--- config.mk ---
export PLATFORM = sky130hd
export DESIGN_NAME = div_sequencer_flat
export DESIGN_NICKNAME = d
export VERILOG_FILES = /design/src/rtl/div_pkg.sv /design/src/rtl/div_sequencer_if.sv /design/src/rtl/btn_debounce.sv /design/src/rtl/div_sequencer.sv /design/src/flat_wrapper.sv
export SDC_FILE = /design/constraint.sdc
export NUM_CORES = 1
export LEC_CHECK = 0
export CAP_MARGIN = 0
export CORE_UTILIZATION = 53
export CTS_CLUSTER_DIAMETER = 100
export CTS_CLUSTER_SIZE = 30
export DETAILED_ROUTE_END_ITERATION = 10
export GPL_TIMING_DRIVEN = 0
export PLACE_DENSITY = 0.82
export SLEW_MARGIN = 20
export SYNTH_ARGS = -nofsm -noshare
export SYNTH_HDL_FRONTEND = slang
export SYNTH_SLANG_ARGS = --single-unit
--- constraint.sdc ---
create_clock -name clk -period 2.7 [get_ports clk]
set_input_delay 0.27 -clock clk [delete_from_list [all_inputs] [get_ports clk]]
set_output_delay 0.27 -clock clk [all_outputs]
set_load 0.02 [all_outputs]
--- src/rtl/div_pkg.sv ---
// Shared types and defaults for the divider front-end controller.
package div_pkg;

    localparam int W_DEF = 3;

    typedef enum logic [1:0] {
        IDLE    = 2'd0,
        LOAD    = 2'd1,
        RUN     = 2'd2,
        CAPTURE = 2'd3
    } state_t;

endpackage

--- src/rtl/div_sequencer_if.sv ---
// Bundle of the signals exchanged between the sequencer and the restoring divider.
interface div_sequencer_if
    import div_pkg::*;
#(
    parameter int W = W_DEF
);

    logic [W-1:0] div_a;
    logic [W-1:0] div_b;
    logic         div_load;
    logic         div_init;
    logic         div_done;
    logic [W-1:0] div_q;
    logic [W-1:0] div_r;

    modport master (
        output div_a, div_b, div_load, div_init,
        input  div_done, div_q, div_r
    );

    modport slave (
        input  div_a, div_b, div_load, div_init,
        output div_done, div_q, div_r
    );

endinterface

--- src/rtl/btn_debounce.sv ---
// Two-flop synchronizer plus stable-sample counter; emits a one-cycle pulse on a debounced press.
module btn_debounce #(
    parameter int DEB_CYCLES = 4
) (
    input  logic clk,
    input  logic rst,
    input  logic raw,
    output logic level,
    output logic rise
);

    localparam int            CW   = $clog2(DEB_CYCLES + 1);
    localparam logic [CW-1:0] CMAX = CW'(DEB_CYCLES - 1);

    logic          r_s1;
    logic          r_s2;
    logic          r_level;
    logic          r_rise;
    logic [CW-1:0] r_cnt;

    always_ff @(posedge clk) begin
        if (rst) begin
            r_s1    <= 1'b0;
            r_s2    <= 1'b0;
            r_level <= 1'b0;
            r_rise  <= 1'b0;
            r_cnt   <= '0;
        end else begin
            r_s1   <= raw;
            r_s2   <= r_s1;
            r_rise <= 1'b0;
            // Any sample agreeing with the current level restarts the stability count.
            if (r_s2 != r_level) begin
                if (r_cnt == CMAX) begin
                    r_level <= r_s2;
                    r_rise  <= r_s2;
                    r_cnt   <= '0;
                end else begin
                    r_cnt <= r_cnt + 1'b1;
                end
            end else begin
                r_cnt <= '0;
            end
        end
    end

    assign level = r_level;
    assign rise  = r_rise;

endmodule

--- src/rtl/div_sequencer.sv ---
// Front-end controller: debounced "go" starts the divider, waits for done, latches the result.
module div_sequencer
    import div_pkg::*;
#(
    parameter int W          = W_DEF,
    parameter int DEB_CYCLES = 4,
    parameter int TIMEOUT    = 32
) (
    input  logic                  clk,
    input  logic                  rst,
    input  logic                  i_btn_go,
    input  logic [W-1:0]          i_sw_a,
    input  logic [W-1:0]          i_sw_b,
    div_sequencer_if.master       bus,
    output logic [W-1:0]          o_q_out,
    output logic [W-1:0]          o_r_out,
    output logic                  o_valid,
    output logic                  o_busy,
    output logic                  o_dz,
    output logic                  o_err
);

    localparam int            TW   = $clog2(TIMEOUT + 1);
    localparam logic [TW-1:0] TMAX = TW'(TIMEOUT - 1);

    state_t        r_state;
    logic [W-1:0]  r_op_a;
    logic [W-1:0]  r_op_b;
    logic [W-1:0]  r_q;
    logic [W-1:0]  r_r;
    logic          r_valid;
    logic          r_busy;
    logic          r_dz;
    logic          r_err;
    logic          r_load;
    logic          r_init;
    logic          r_done_q;
    logic [TW-1:0] r_tmo;

    logic w_btn_level;
    logic w_btn_rise;
    logic w_go;
    logic w_done_rise;

    btn_debounce #(.DEB_CYCLES(DEB_CYCLES)) u_deb (
        .clk   (clk),
        .rst   (rst),
        .raw   (i_btn_go),
        .level (w_btn_level),
        .rise  (w_btn_rise)
    );

    assign w_go        = w_btn_rise & w_btn_level;
    assign w_done_rise = bus.div_done & ~r_done_q;

    always_ff @(posedge clk) begin
        if (rst) begin
            r_state  <= IDLE;
            r_op_a   <= '0;
            r_op_b   <= '0;
            r_q      <= '0;
            r_r      <= '0;
            r_valid  <= 1'b0;
            r_busy   <= 1'b0;
            r_dz     <= 1'b0;
            r_err    <= 1'b0;
            r_load   <= 1'b0;
            r_init   <= 1'b0;
            r_done_q <= 1'b0;
            r_tmo    <= '0;
        end else begin
            r_done_q <= bus.div_done;
            case (r_state)
                IDLE: begin
                    if (w_go) begin
                        r_op_a  <= i_sw_a;
                        r_op_b  <= i_sw_b;
                        r_valid <= 1'b0;
                        r_dz    <= 1'b0;
                        r_err   <= 1'b0;
                        // Divide-by-zero is answered here; the divider is never started.
                        if (i_sw_b == '0) begin
                            r_q     <= '1;
                            r_r     <= i_sw_a;
                            r_dz    <= 1'b1;
                            r_valid <= 1'b1;
                        end else begin
                            r_state <= LOAD;
                            r_load  <= 1'b1;
                            r_busy  <= 1'b1;
                        end
                    end
                end
                LOAD: begin
                    r_load  <= 1'b0;
                    r_init  <= 1'b1;
                    r_tmo   <= '0;
                    r_state <= RUN;
                end
                RUN: begin
                    if (w_done_rise) begin
                        r_init  <= 1'b0;
                        r_busy  <= 1'b0;
                        r_state <= CAPTURE;
                    end else if (r_tmo == TMAX) begin
                        r_err   <= 1'b1;
                        r_init  <= 1'b0;
                        r_busy  <= 1'b0;
                        r_state <= IDLE;
                    end else begin
                        r_tmo <= r_tmo + 1'b1;
                    end
                end
                CAPTURE: begin
                    r_q     <= bus.div_q;
                    r_r     <= bus.div_r;
                    r_valid <= 1'b1;
                    r_state <= IDLE;
                end
                default: r_state <= IDLE;
            endcase
        end
    end

    assign bus.div_a    = r_op_a;
    assign bus.div_b    = r_op_b;
    assign bus.div_load = r_load;
    assign bus.div_init = r_init;

    assign o_q_out = r_q;
    assign o_r_out = r_r;
    assign o_valid = r_valid;
    assign o_busy  = r_busy;
    assign o_dz    = r_dz;
    assign o_err   = r_err;

endmodule
--- src/flat_wrapper.sv ---
// flat-port wrapper written by rule: the top's interface ports become plain ports
module div_sequencer_flat import div_pkg::*;
#(
    parameter int W          = W_DEF,
    parameter int DEB_CYCLES = 4,
    parameter int TIMEOUT    = 32
)
  (clk, rst, i_btn_go, i_sw_a, i_sw_b, o_q_out, o_r_out, o_valid, o_busy, o_dz, o_err, bus_div_a, bus_div_b, bus_div_load, bus_div_init, bus_div_done, bus_div_q, bus_div_r);
  div_sequencer_if #(.W(W)) bus_i ();
  input  logic clk;
  input  logic rst;
  input  logic i_btn_go;
  input  logic [W-1:0] i_sw_a;
  input  logic [W-1:0] i_sw_b;
  output logic [W-1:0] o_q_out;
  output logic [W-1:0] o_r_out;
  output logic o_valid;
  output logic o_busy;
  output logic o_dz;
  output logic o_err;
  output wire logic [$bits(bus_i.div_a)-1:0] bus_div_a;
  output wire logic [$bits(bus_i.div_b)-1:0] bus_div_b;
  output wire logic [$bits(bus_i.div_load)-1:0] bus_div_load;
  output wire logic [$bits(bus_i.div_init)-1:0] bus_div_init;
  input wire logic [$bits(bus_i.div_done)-1:0] bus_div_done;
  input wire logic [$bits(bus_i.div_q)-1:0] bus_div_q;
  input wire logic [$bits(bus_i.div_r)-1:0] bus_div_r;
  assign bus_div_a = bus_i.div_a;
  assign bus_div_b = bus_i.div_b;
  assign bus_div_load = bus_i.div_load;
  assign bus_div_init = bus_i.div_init;
  assign bus_i.div_done = bus_div_done;
  assign bus_i.div_q = bus_div_q;
  assign bus_i.div_r = bus_div_r;
  div_sequencer #(.W(W), .DEB_CYCLES(DEB_CYCLES), .TIMEOUT(TIMEOUT)) u_core (.clk(clk), .rst(rst), .i_btn_go(i_btn_go), .i_sw_a(i_sw_a), .i_sw_b(i_sw_b), .bus(bus_i), .o_q_out(o_q_out), .o_r_out(o_r_out), .o_valid(o_valid), .o_busy(o_busy), .o_dz(o_dz), .o_err(o_err));
endmodule
# Word-level counts from Yosys, hierarchy flattened
# Cells that the tools add are included.
classes:
  add_sub_neg: 2
  n_eq_ne: 13
  mux: 28
  reduce_logical: 18
  bitwise: 5
ops:
  columns: ["cell", "n"]
  rows:
  - ["2-to-1 mux 3 bit", 4]
  - ["2-to-1 mux 6 bit", 2]
  - ["one-hot mux 3 bit (2 select lines)", 2]
  - ["one-hot mux 6 bit (2 select lines)", 1]
  - ["AND reduction 3 bit", 4]
  - ["one-hot mux 1 bit (2 select lines)", 5]
  - ["2-to-1 mux 1 bit", 9]
  - ["2-to-1 mux 2 bit", 4]
  - ["one-hot mux 2 bit (4 select lines)", 1]
  - ["AND reduction 2 bit", 4]
  - ["AND reduction 4 bit", 2]
  - ["nonzero test 2 bit", 4]
  - ["adder 6 x 1 -> 6 bit, second input constant", 1]
  - ["equality test 6 x 5 -> 1 bit, second input constant", 1]
  - ["!= test 2 x 1 -> 1 bit, second input constant", 3]
  - ["!= test 2 bit, second input constant", 3]
  - ["OR reduction 3 bit", 2]
  - ["equality test 2 bit, second input constant", 2]
  - ["adder 3 x 1 -> 3 bit, second input constant", 1]
  - ["equality test 3 x 2 -> 1 bit, second input constant", 1]
  - ["logical NOT 3 bit", 1]
  - ["!= test 3 x 1 -> 1 bit, second input constant", 1]
  - ["NOT 1 bit", 3]
  - ["bitwise AND 1 bit", 2]
  - ["3 further kinds", 3]
word_totals:
  regBits: 34
  word_cells: 84
  output_inout_bits: 18
  inputBits: 16

# Longest topological paths before layout
depth:
  ltp_word: 4
  ltp_mapped: 8
  depth_no_buf: 6

# By module
# From an unflattened synthesis, not the netlist that was laid out.
hier_totals:
  hier_cells: 143
  hier_area_um2: 1367.6
modules_own_cells:
  columns: ["mod", "cells_each", "seq_area_each_um2", "instances", "area_per_inst_um2"]
  rows:
  - ["div_sequencer", 124, 540.5, 1, 1123.6]
  - ["btn_debounce", 19, 140.1, 1, 244.0]

# Least setup slack after synthesis
# Ideal clock, no wire load.
synth_timing:
  kind: "register -> register"
  start: "register u_core.r_state[0]"
  end: "register u_core.r_q[0], in the netlist u_core.o_q_out[0]"
  required_ns: 2.612
  path_buffers: 2
  slack_ns: 1.024
  arrival_time_ns: 1.588
  synth_period_minus_slack_ns: 1.676
  stages_incl_launch_ff: 8
  path_cell_list: "dfxtp_1 > inv_1 > ha_1 > and3_1 > buf_6 > a22o_4 > buf_6 > a311oi_2"
synth_between:
  elab_chain_len: 3
  elab_cells_between_ends: 7
synth_rtl:
  columns: ["item", "line", "source"]
  rows:
  - ["from (decl)", "div_sequencer.sv:26", "state_t r_state;"]
  - ["from (signal assigned)", "div_sequencer.sv:58", "r_state <= IDLE;"]
  - ["from (signal assigned)", "div_sequencer.sv:88", "r_state <= LOAD;"]
  - ["from (signal assigned)", "div_sequencer.sv:98", "r_state <= RUN;"]
  - ["logical NOT 2 bit / equality test 2 bit (equally long branches)", "div_sequencer.sv:73", "case (r_state)"]
  - ["!= test 2 x 1 -> 1 bit (no line) / nonzero test 2 bit (equally long branches)", null, null]
  - ["AND reduction 3 bit (no line)", null, null]
  - ["to (signal assigned)", "div_sequencer.sv:115", "r_q <= bus.div_q;"]
  - ["to (decl)", "div_sequencer.sv:29", "logic [W-1:0] r_q;"]
# Several ways; a longest one is shown, not always the timed one.
# A chain may end at the register's enable or synchronous reset.

# Worst setup path in the final report
layout_timing:
  start: "register u_core.r_state[0]"
  end: "register u_core.r_q[2], in the netlist u_core.o_q_out[2]"
# The elaborated chain is that of the path after synthesis.

==> results.json <==
{
  "most-common-layout-cells": "34 x dfxtp_1, 32 x clkdlybuf4s50_1, 20 x nand2_1",
  "finalPower_mw": 0.824,
  "crit_buf_inv": 3,
  "ys_types": 37,
  "routed_wl_um": 3080,
  "fp-row-count": 19,
  "ff2ff_setup_slack_ns": 0.80,
  "seqPwrFrac_pct": 61.9,
  "p_per_area_nw_per_um2": 424,
  "synthArstFlopShare_pct": 0,
  "dpl.cell_count": 232,
  "pwr-share-comb_pct": 6.8,
  "maxSlewHeadroom_pct": 65.0,
  "finalHoldViolCount": 0,
  "ys_seq_area_share_pct": 44.2,
  "busiest_layer": "met2",
  "wl_per_cell_um": 12.9,
  "grt_pass1_wl_um": 5080,
  "syn_area_um2": 1540,
  "leakagePower_nw": 0.710,
  "post_cts.repair.setup_buffers": 0,
  "synth_edf_count": 0,
  "core_area_um2": 2760,
  "post-dp-hpwl_um": 2270,
  "slew_violations": 0,
  "grt.met1_usage_pct": 22.3,
  "die_area_um2": 3130,
  "cp_common_cell": "buf_6",
  "crit_fanout": 10,
  "period_share_pct": 70.5,
  "synth_area_leaders": "dfxtp_1 44%, ha_1 6.5%, a21oi_1 4.9%, nand2_1 4.9%, nor2_1 4.4%",
  "clk_pin_slew_worst_paths_ns": 0.10,
  "drtIter0Drc": 36,
  "start_util_pct": 55.9,
  "synth.avg_cell_area_um2": 9.11,
  "end_kind": "register",
  "cts_tree": "yes",
  "path_cells": "inv_1, ha_1, and3_1, buf_6, a22o_4, buf_6, a311oi_2",
  "yosysTopAreaCell": "dfxtp_1",
  "ir_drop_uv": 352,
  "grt_max_degree": 11,
  "rsz0062_at_grt": "false",
  "internal_power_mw": 0.635,
  "crit_type": "register to register",
  "nFillCells": 215,
  "switching_power_mw": 0.189,
  "dpl_cell_area_um2": 1900,
  "syn_inst": 169,
  "cp-start-kind": "register",
  "tns_ns": 0,
  "worst_slew_pin_slew_ns": 0.520,
  "ys.warnings.count": 0,
  "cts_hold_buf": 0,
  "final_cells": 239,
  "syn_nets": 193,
  "worst_path_max_delay_cell": "dfxtp_1",
  "cts.sinks": 34,
  "die_h_um": 55.9,
  "via_per_inst": 5.60,
  "pwr-share-clk_pct": 31.3,
  "diodes": 0,
  "vias": 1339,
  "gr-usage-all-layers_pct": 21.2,
  "max_stage_delay_ns": 0.43,
  "first_pass_iters": 4,
  "cp.arrival_ns": 2.16,
  "numPortBuffers": 32,
  "cts-root-buf": "clkbuf_4",
  "status": "complete, no violations",
  "gp_congestion": 0.785,
  "fin_area_um2": 1940,
  "nNetsFinal": 232,
  "ios": 34,
  "final_layout_size_suffix_gt1_share_pct": 7.21,
  "crit_family": "compound AO/OA/AOI/OAI gates",
  "worstHoldPathType": "primary input to register",
  "numCtsBuffers": 5,
  "synth_ff_type": "dfxtp_1",
  "clkLatencyLatePin_ns": 0.35,
  "drcViolationCount": 0,
  "grt_util_met3_pct": 6.05,
  "maxCapViolations": 0,
  "synth_top_area_share_pct": 44.2,
  "yosys_register_bits": 34,
  "syn_to_final_growth_pct": 26.2,
  "htree_levels": 2,
  "grt_antenna_before_repair": 0,
  "die-width_um": 55.9,
  "fin_crit_ns": 1.90,
  "ant_nets": 0,
  "cts_resized": 0,
  "grt_pass1_vias": 1235,
  "hold_slack_ns": 0.293,
  "grt_overflow": 0,
  "fmax_ghz": 0.525,
  "finClkSkew_ns": 0.0103,
  "final_common_cell": "dfxtp_1",
  "cp.required_ns": 2.95,
  "setup_viol": 0,
  "cts_buffer_depth": 2,
  "grtUsageMet2_pct": 36.3,
  "switching_share_pct": 22.9
}
==> layer usage <==
metal	wire (um)	up-vias
met3	190	9
met2	1500	38
met1	1300	622
met5	0	-
li1	-	670
met4	87	0
==> sequential cells by signal, indices dropped and copies added, names as in the netlist, 2 cells and up <==
signal              count
u_core.bus.div_b        3
u_core.o_q_out          3
u_core.u_deb.r_cnt      3
u_core.o_r_out          3
u_core.bus.div_a        3
u_core.r_state          2
u_core.r_tmo            6
==> cells by family (layout without fill, tap and decap cells) <==
| family | after synthesis | count (layout) | synth area share, % |
|---|---|---|---|
| adders and majority gates | 8 | 8 | 6.50 |
| muxes | 5 | 5 | 3.25 |
| DFF | 34 | 34 | 44.2 |
| buffers and inverters | 16 | 55 | 5.04 |
| and+or+nand+nor | 63 | 63 | 20.1 |
| AOI/OAI and AO/OA | 39 | 39 | 18.6 |
| xor gates and xnor gates | 4 | 4 | 2.27 |
==> worst register-to-register path, cell delays in order (launching register included) <==
cell and delay, ns:
dfxtp_1 0.43, inv_1 0.11, ha_1 0.29, and3_1 0.21
buf_6 0.13, a22o_4 0.22, buf_6 0.14, a311oi_2 0.27
==> cells in the mapped netlist (2+ instances only) <==
master / n
and3_1: 2
o211ai_1: 3
clkbuf_1: 3
nand2_1: 20
buf_6: 2
dfxtp_1: 34
nand3b_1: 2
o32ai_1: 2
a311oi_2: 3
xnor2_1: 2
a211oi_1: 4
o21ai_0: 4
inv_1: 9
xor2_1: 2
nor2_1: 18
mux2i_1: 5
ha_1: 8
buf_2: 2
nand3_1: 4
or3_1: 3
a21oi_1: 15
nand2b_1: 2
nor2b_1: 5
a32o_1: 2
==> path summary, 6_finish.rpt <==
kind,startpoint,cells after the start,end
hold reg to reg,u_core.u_deb.r_cnt[0]$_SDFF_PP0_,1,u_core.u_deb.r_cnt[0]$_SDFF_PP0_
setup / recovery,u_core.r_state[0]$_SDFFE_PP0P_,7,u_core.o_q_out[2]$_SDFFE_PP0P_
hold / removal,rst,2,u_core.u_deb.r_s2$_SDFF_PP0_
setup reg to reg,u_core.r_state[0]$_SDFFE_PP0P_,7,u_core.o_q_out[2]$_SDFFE_PP0P_
==> power groups by stage <==
stage               Sequential (mW)  Clock, mW  Combinational [mW]
global placement              0.521          0              0.0556
CTS                           0.510      0.264              0.0564
finish                        0.510      0.258              0.0560
detailed placement            0.522          0              0.0561
floorplan                     0.524          0              0.0202
global route                  0.511      0.284              0.0604
==> per-stage QoR <==
stage,setup slack (ns),utilization [%]
3_3_place_gp,0.909,68.9
3_5_place_dp,0.828,68.9
4_1_cts,0.808,70.5
5_1_grt,0.715,70.5
2_1_floorplan,1.02,-
6_report,0.796,70.5
==> layout make-up <==
| cell class | count | area, um^2 | share of cell area [%] |
|---|---|---|---|
| plain buffers | 7 | 43.8 | 2.25 |
| well taps | 31 | 38.8 | 1.99 |
| multi-input cells | 119 | 782 | 40.2 |
| repair buffers | 32 | 320 | 16.5 |
| flip-flops and latches | 34 | 681 | 35.0 |
| inverters | 9 | 33.8 | 1.74 |
| clock buffers | 7 | 45.0 | 2.32 |
No activity file was read; power rests on OpenSTA's default activity.
